## src/rtl/mealy_seq_detector.sv

```systemverilog
// Serial Mealy pattern detector with a saturating match counter.
// Tracks how many leading bits of PATTERN are currently matched, using a
// next-state table derived from PATTERN at elaboration time (KMP failure
// function), so no pattern comparison logic exists at run time.
module mealy_seq_detector #(
  parameter int                    PATTERN_LEN = 4,
  parameter logic [PATTERN_LEN-1:0] PATTERN    = 4'b1011,
  parameter bit                    OVERLAP     = 1'b1,
  parameter int                    COUNT_W     = 8
) (
  input  logic               clk,
  input  logic               reset,
  input  logic               en,
  input  logic               control,
  input  logic               clear_count,
  output logic               match,
  output logic               match_q,
  output logic [COUNT_W-1:0] match_count,
  output logic [4:0]         state_dbg
);

  // State = number of pattern bits matched so far (0..PATTERN_LEN-1). The
  // count of states depends on PATTERN_LEN, so a numeric type is used instead
  // of a named enumeration.
  typedef logic [4:0] state_t;

  localparam state_t LAST_S = state_t'(PATTERN_LEN - 1);

  // Longest pattern prefix that is a suffix of (first s pattern bits, then b),
  // capped at PATTERN_LEN-1. On a final-bit match this yields the longest
  // proper border of PATTERN; on any other match it yields s+1.
  function automatic state_t kmp_next(input int s, input int b);
    logic [15:0] seq;
    int          best;
    logic        ok;
    seq = '0;
    for (int j = 0; j < 16; j++) begin
      if (j < s) seq[j] = PATTERN[PATTERN_LEN-1-j];
    end
    seq[s] = b[0];
    best = 0;
    for (int k = 1; k <= 16; k++) begin
      if (k <= s + 1 && k <= PATTERN_LEN - 1) begin
        ok = 1'b1;
        for (int i = 0; i < 16; i++) begin
          if (i < k) begin
            if (PATTERN[PATTERN_LEN-1-i] != seq[s+1-k+i]) ok = 1'b0;
          end
        end
        if (ok) best = k;
      end
    end
    return state_t'(best);
  endfunction

  // Constant next-state table, indexed by [state][incoming bit]. Rows beyond
  // the last legal state are unreachable and tied to zero.
  state_t next_tab [32][2];

  for (genvar gs = 0; gs < 32; gs++) begin : g_row
    for (genvar gb = 0; gb < 2; gb++) begin : g_col
      if (gs < PATTERN_LEN) begin : g_live
        localparam state_t NXT = kmp_next(gs, gb);
        assign next_tab[gs][gb] = NXT;
      end else begin : g_pad
        assign next_tab[gs][gb] = '0;
      end
    end
  end

  state_t state;
  state_t state_nxt;

  // State register: advances only on enabled samples.
  // NOTE: sequential state uses non-blocking assignments so every flop samples
  // pre-edge values regardless of process evaluation order.
  always_ff @(posedge clk or posedge reset) begin
    if (reset) begin
      state <= '0;
    end else if (en) begin
      state <= state_nxt;
    end
  end

  // Next state and Mealy match output from the current state and input bit.
  // NOTE: every signal gets a default at the top so no path leaves one
  // unassigned, which would otherwise infer a latch.
  always_comb begin
    state_nxt = state;
    match     = en & ~reset & (state == LAST_S) & (control == PATTERN[0]);
    if (en) begin
      state_nxt = next_tab[state][control];
      if (match && !OVERLAP) state_nxt = '0;
    end
  end

  // Registered match flag and saturating match counter; clear beats a match.
  always_ff @(posedge clk or posedge reset) begin
    if (reset) begin
      match_q     <= 1'b0;
      match_count <= '0;
    end else begin
      match_q <= match;
      if (clear_count) begin
        match_count <= '0;
      end else if (match && (match_count != '1)) begin
        match_count <= match_count + COUNT_W'(1);
      end
    end
  end

  assign state_dbg = state;

endmodule

```

## config.mk

```make
export PLATFORM = sky130hd
export DESIGN_NAME = mealy_seq_detector
export DESIGN_NICKNAME = d
export VERILOG_FILES = /design/src/rtl/mealy_seq_detector.sv
export SDC_FILE = /design/constraint.sdc
export NUM_CORES = 1
export LEC_CHECK = 0
export ABC_AREA = 1
export CAP_MARGIN = 20
export CORE_AREA = 2 2 50 61
export DETAILED_ROUTE_END_ITERATION = 10
export DIE_AREA = 0 0 52 63
export SETUP_SLACK_MARGIN = 0.02
export SYNTH_ARGS = -nofsm -noshare
export SYNTH_HDL_FRONTEND = slang
export SYNTH_SLANG_ARGS = --single-unit
```

## constraint.sdc

```tcl
create_clock -name clk -period 1.4 [get_ports clk]
set_input_delay 0.42 -clock clk [delete_from_list [all_inputs] [get_ports clk]]
set_output_delay 0.42 -clock clk [all_outputs]
set_load 0.02 [all_outputs]
```

==> results.toml, run 1 <==
[outcome]
outcome = "finished, violations left"
failed_checks = "negative setup slack"

[finish]
syn_to_final_growth_pct = 55.7
n_fill_cell = 292
drive_gt1_frac = 0.388
nets = 128
fin_area_um2 = 997
num_antenna_cells = 0

[timing]
clock_skew_ns = 0.00107
setup_viol = 1
fmax_ghz = 0.703
setup_slack_ns = -0.0219
grt_setup_unrepaired = "yes"
hold_violations = 0
maxSlewViolCount = 0
fin_crit_ns = 1.42
tns_ns = -0.0219
min_period_over_period = 1.02

[die]
rows = 21
num_io_pins = 20
dieWidth_um = 52
start_util = 0.237
die_area_um2 = 3280
design.core.area_um2 = 2710
die_h_um = 63

[setup_path]
r2r_end = "match_count[2]"
cpPeakStageDelay_ns = 0.23
crit_path_cell_trace = "dlygate4sd2_1 -> nand3_2 -> nor2_4 -> buf_6"
r2r.worst_path.cells = 8
cp-endpoint = "match"
reg2reg_from = "match_count[0]"
cp-startpoint = "control"
crit_type = "input port to output port"
crit_fanout = 2
r2r_slack_ns = 0.09
crit_path_start_kind = "input port"
slowest_stage = "dlygate4sd2_1"
required_ns = 0.98
cp-end-kind = "output port"
crit_arrival_ns = 1.00

[synth]
avgSynthCellArea_um2 = 7.91
synthDominantCellAreaShare = 0.430
ys_seq_area_frac = 0.430
netlist_area_um2 = 641
ys_ff_latch = 11
synth_top_cell_by_area = "dfrtp_1"
synth_cells = 81
synth_area_leaders = "dfrtp_1 (43%), nand2_1 (13%), inv_1 (6.4%), nand3_1 (4.7%), buf_4 (3.5%)"
ys_warn_count = 0
yosysUniqueCellTypes = 21

[job]
max_cap_violations = 0

[place]
placed_area_um2 = 975
io_buffers = 16
gp_congestion = 0.811
hpwlAfterDp_um = 1240

[power_and_ir_drop]
power_frac_seq = 0.492
p_per_area_nw_per_um2 = 678
p_leak_nw = 0.536
clockPowerShare = 0.324
p_sw_w = 0.000182
comb_power_share = 0.184
p_int_w = 0.000494
p_sw_frac = 0.270
power_w = 0.000676
ir_drop_v = 0.000422

[clock_network]
cts_inserted_buffers = 3
cts.path.max_buffers = 2
cts-root-buf = "clkbuf_4"
clk_latency_ns = 0.26
cts_tree = "done"
path_clk_slew_ns = 0.07
cts_num_sinks = 11
htree_levels = 1

[global_route]
grt_pass1_vias = 676
antenna_found_initial = 0
grt_pass1_wl_um = 2770
grt_max_degree = 12
track_usage = 0.113
grt-ovfl-total = 0

[routing]
first_iter_violations = 3
drc_errors = 0
ant_nets = 0
vias = 643
vias_per_cell = 4.15
wl_per_cell_um = 10.2
routed_wl_um = 1580
first_pass_iters = 4

[worst_hold_path]
min_path_type = "input port to asynchronous set/reset pin"
[cells by family after synthesis]
family                     after synthesis  share of synthesized area
DFF                                     11                      0.430
and+or+nand+nor                         43                      0.336
other                                    1                    0.00585
xor gates and xnor gates                 1                     0.0137
adders and majority gates                1                     0.0195
AOI/OAI and AO/OA                        9                     0.0820
buffers and inverters                   15                      0.113
[repair_timing]
item,CTS,global route
resized for setup,44,9
hold buffers,0,0
hold endpoints to repair,0,0
pin swaps,2,2
setup buffers,1,2
endpoints found under the setup margin,20,15
[power groups by stage]
stage / Combinational [W] / Clock [W] / Sequential, W
6_report: 0.000124 / 0.000219 / 0.000333
5_1_grt: 0.000137 / 0.000243 / 0.000334
4_1_cts: 0.000122 / 0.000233 / 0.000333
3_5_place_dp: 0.000121 / 0 / 0.000338
3_3_place_gp: 0.000118 / 0 / 0.000338
2_1_floorplan: 0.0000465 / 0 / 0.000349
[critical path: cells and delay by family]
family | cells | cell delay, ns
buf+inv | 2 | 0.35
simple gates | 2 | 0.22
[worst min path at each step]
stage,slack (ns),from,endpoint,depth (start not counted)
floorplan,0.22,reset,match_count[0],1
global placement,0.57,match_count[7],match_count[7],3
detailed placement,0.58,match_count[7],match_count[7],3
CTS,0.32,reset,match_q,3
global route,0.29,reset,state_dbg[0],3
finish,0.27,reset,match_count[4],3
[flip-flops by register name, indices dropped and copies added (netlist names)]
register,count
state_dbg,2
match_count,8
match_q,1
[cell type report]
class	count	area [µm²]	share of cell area
Inverter	12	53.8	0.0540
Sequential cell	11	275	0.276
Tap cell	34	42.5	0.0427
Clock buffer	4	26.3	0.0263
Timing Repair Buffer	37	292	0.292
Multi-Input combinational cell	57	308	0.309
[synthesized netlist by cell type]
cell       n
dfrtp_1   11
o21ai_1    2
o211ai_1   1
nand3_1    6
o21ai_0    1
nand4_1    2
nor2_4     2
xor2_1     1
nor2_1     5
nand2_4    2
clkinv_4   1
a21boi_0   1
buf_4      3
nand2_1   23
inv_1     11
o21bai_1   1
a21oi_1    3
ha_1       1
nand2_2    2
conb_1     1
nand3_2    1
[routing by layer]
metal	share of wire	vias to the layer above	wire (µm)	track usage
li1	-	329	-	-
met1	0.39	300	621	0.118
met2	0.57	12	897	0.210
met3	0.034	2	54	0.0215
met4	0.0057	0	9	0.0493
met5	0	-	0	0
[through the flow]
step                setup slack (ns)   util  hold slack, ns  cells
floorplan                     0.0239      -           0.220     83
global placement              -0.759  0.360           0.568    149
detailed placement            -0.766  0.360           0.575    149
CTS                          -0.0469  0.375           0.317    154
global route                 -0.0734  0.368           0.289    155
finish                       -0.0219  0.368           0.266    155
[cells in the final DEF (no fill, tap or decap), types with 3 or more instances in the layout]
| master | instances |
|---|---|
| buf_6 | 3 |
| buf_4 | 21 |
| conb_1 | 3 |
| a21oi_1 | 3 |
| clkbuf_4 | 3 |
| nand3_1 | 6 |
| dfrtp_1 | 11 |
| nand2_1 | 21 |
| nor2_1 | 5 |
| clkbuf_2 | 4 |
| inv_1 | 10 |
| nand2_2 | 4 |
Power figures use the tool's default switching activity.
==> inputs of run 2 (changes only) <==
Settings changed: CTS_BUF_LIST set to sky130_fd_sc_hd__clkbuf_16.
==> results.toml, run 2 (synthesis results as in run 1) <==
[outcome]
outcome = "finished, final reports clean"

[die]
rows = 21
dieWidth_um = 52
num_io_pins = 20
start_util = 0.237
die_area_um2 = 3280
die_h_um = 63
design.core.area_um2 = 2710

[routing]
vias_per_cell = 4.13
wl_per_cell_um = 10.4
first_iter_violations = 1
first_pass_iters = 4
ant_nets = 0
drc_errors = 0
routed_wl_um = 1610
vias = 640

[finish]
syn_to_final_growth_pct = 64.3
drive_gt1_frac = 0.347
n_fill_cell = 294
final_cell_mix = "nand2_1 (21), buf_4 (21), inv_1 (11), dfrtp_1 (11), nand3_1 (6)"
stdcell_count = 155
regMostFlops = "match_count"
largest_register_ffs = 8
nets = 128
num_antenna_cells = 0

[clock_network]
path_clk_slew_ns = 0.04
cts_tree = "done"
htree_levels = 1
cts.path.max_buffers = 2
cts_inserted_buffers = 3
cts_num_sinks = 11
cts-root-buf = "clkbuf_16"
hold_buffers = 0
clk_latency_ns = 0.24

[global_route]
grt_pass1_vias = 671
grt_max_degree = 12
grt-ovfl-total = 0
grt_pass1_wl_um = 2820
track_usage = 0.118
antenna_found_initial = 0

[timing]
fin_crit_ns = 1.37
setup_viol = 0
tns_ns = 0
grt_setup_unrepaired = "yes"
fmax_ghz = 0.729
holdWs_ns = 0.183
min_period_over_period = 0.980
maxSlewViolCount = 0
clock_skew_ns = 0.00184
hold_violations = 0

[setup_path]
r2r_slack_ns = 0.09
crit_arrival_ns = 0.95
r2r_end = "match_count[6]"
crit_path_start_kind = "input port"
reg2reg_from = "match_count[0]"
cp-end-kind = "output port"
cpPeakStageDelay_ns = 0.19
crit_path_cell_trace = "clkdlybuf4s15_2 -> nand3_2 -> nor2_4 -> buf_6"
crit_fanout = 2
slowest_stage = "clkdlybuf4s15_2"
r2r.worst_path.cells = 8
crit_type = "input port to output port"
required_ns = 0.98

[worst_hold_path]
min_path_type = "input port to asynchronous set/reset pin"

[place]
io_buffers = 16
hpwlAfterDp_um = 1240
gp_congestion = 0.811
dp.cells = 149

[power_and_ir_drop]
p_per_area_nw_per_um2 = 933
p_leak_nw = 0.575
ir_drop_v = 0.000518

[job]
max_cap_violations = 0
-- run 2: changes by cell type in the layout (fill, tap and decap cells not counted), sizes merged --
cell / previous run / this run
buf: 26 / 24
clkdlybuf4s15: 4 / 5
dlygate4sd2: 2 / 5
inv: 10 / 11
clkbuf: 8 / 5
-- run 2: how the worst max path moves through the flow --
stage	from	to	slack, ns	cells after the start
final	en	match	0.03	4
after global routing	state_dbg[0]	match	-0.02	3
after CTS	state_dbg[0]	match	-0.005	3
after detailed placement	reset	match	-0.77	5
after global placement	reset	match	-0.76	5
after floorplan	match_count[0]	match_count[5]	0.02	9
-- run 2: metal layers --
metal / track usage / share of wire
met1: 0.121 / 0.38
met2: 0.209 / 0.55
met3: 0.0215 / 0.045
met4: 0.0789 / 0.026
met5: 0 / 0
-- run 2: area by class of cell --
type | instances | area [µm²] | area share
clock buffer | 3 | 75.1 | 0.0713
clock inverter | 1 | 3.75 | 0.00357
inverter | 12 | 53.8 | 0.0511
multi-input combinational | 57 | 308 | 0.293
sequential | 11 | 275 | 0.262
tap | 34 | 42.5 | 0.0404
timing repair buffer | 37 | 294 | 0.279
-- run 2: per-stage QoR --
stage | area (µm²) | setup WS [ns] | util | total power [W]
2_1_floorplan | 652 | 0.0239 | - | 0.000395
3_3_place_gp | 975 | -0.759 | 0.360 | 0.000456
3_5_place_dp | 975 | -0.766 | 0.360 | 0.000458
4_1_cts | 1050 | -0.00540 | 0.387 | 0.000988
5_1_grt | 1050 | -0.0222 | 0.389 | 0.00101
6_report | 1050 | 0.0283 | 0.389 | 0.000982
-- run 2: power by group --
part | leakage, nW | switching [W] | internal (W)
clock network | 0.0423 | 0.000158 | 0.000377
registers | 0.150 | 0.00000683 | 0.000327
logic | 0.383 | 0.0000637 | 0.0000489
total | 0.575 | 0.000229 | 0.000753
-- run 2: worst max-delay path: cells and delay by family --
| family | cells | cell delay [ns] |
|---|---|---|
| buf+inv | 2 | 0.31 |
| simple gates | 2 | 0.21 |
-- run 2: what timing repair did --
action | CTS | global route
buffers inserted | 1 | 2
endpoints found under the setup margin | 20 | 10
gates resized for setup | 33 | 6
pin swaps | 2 | 2
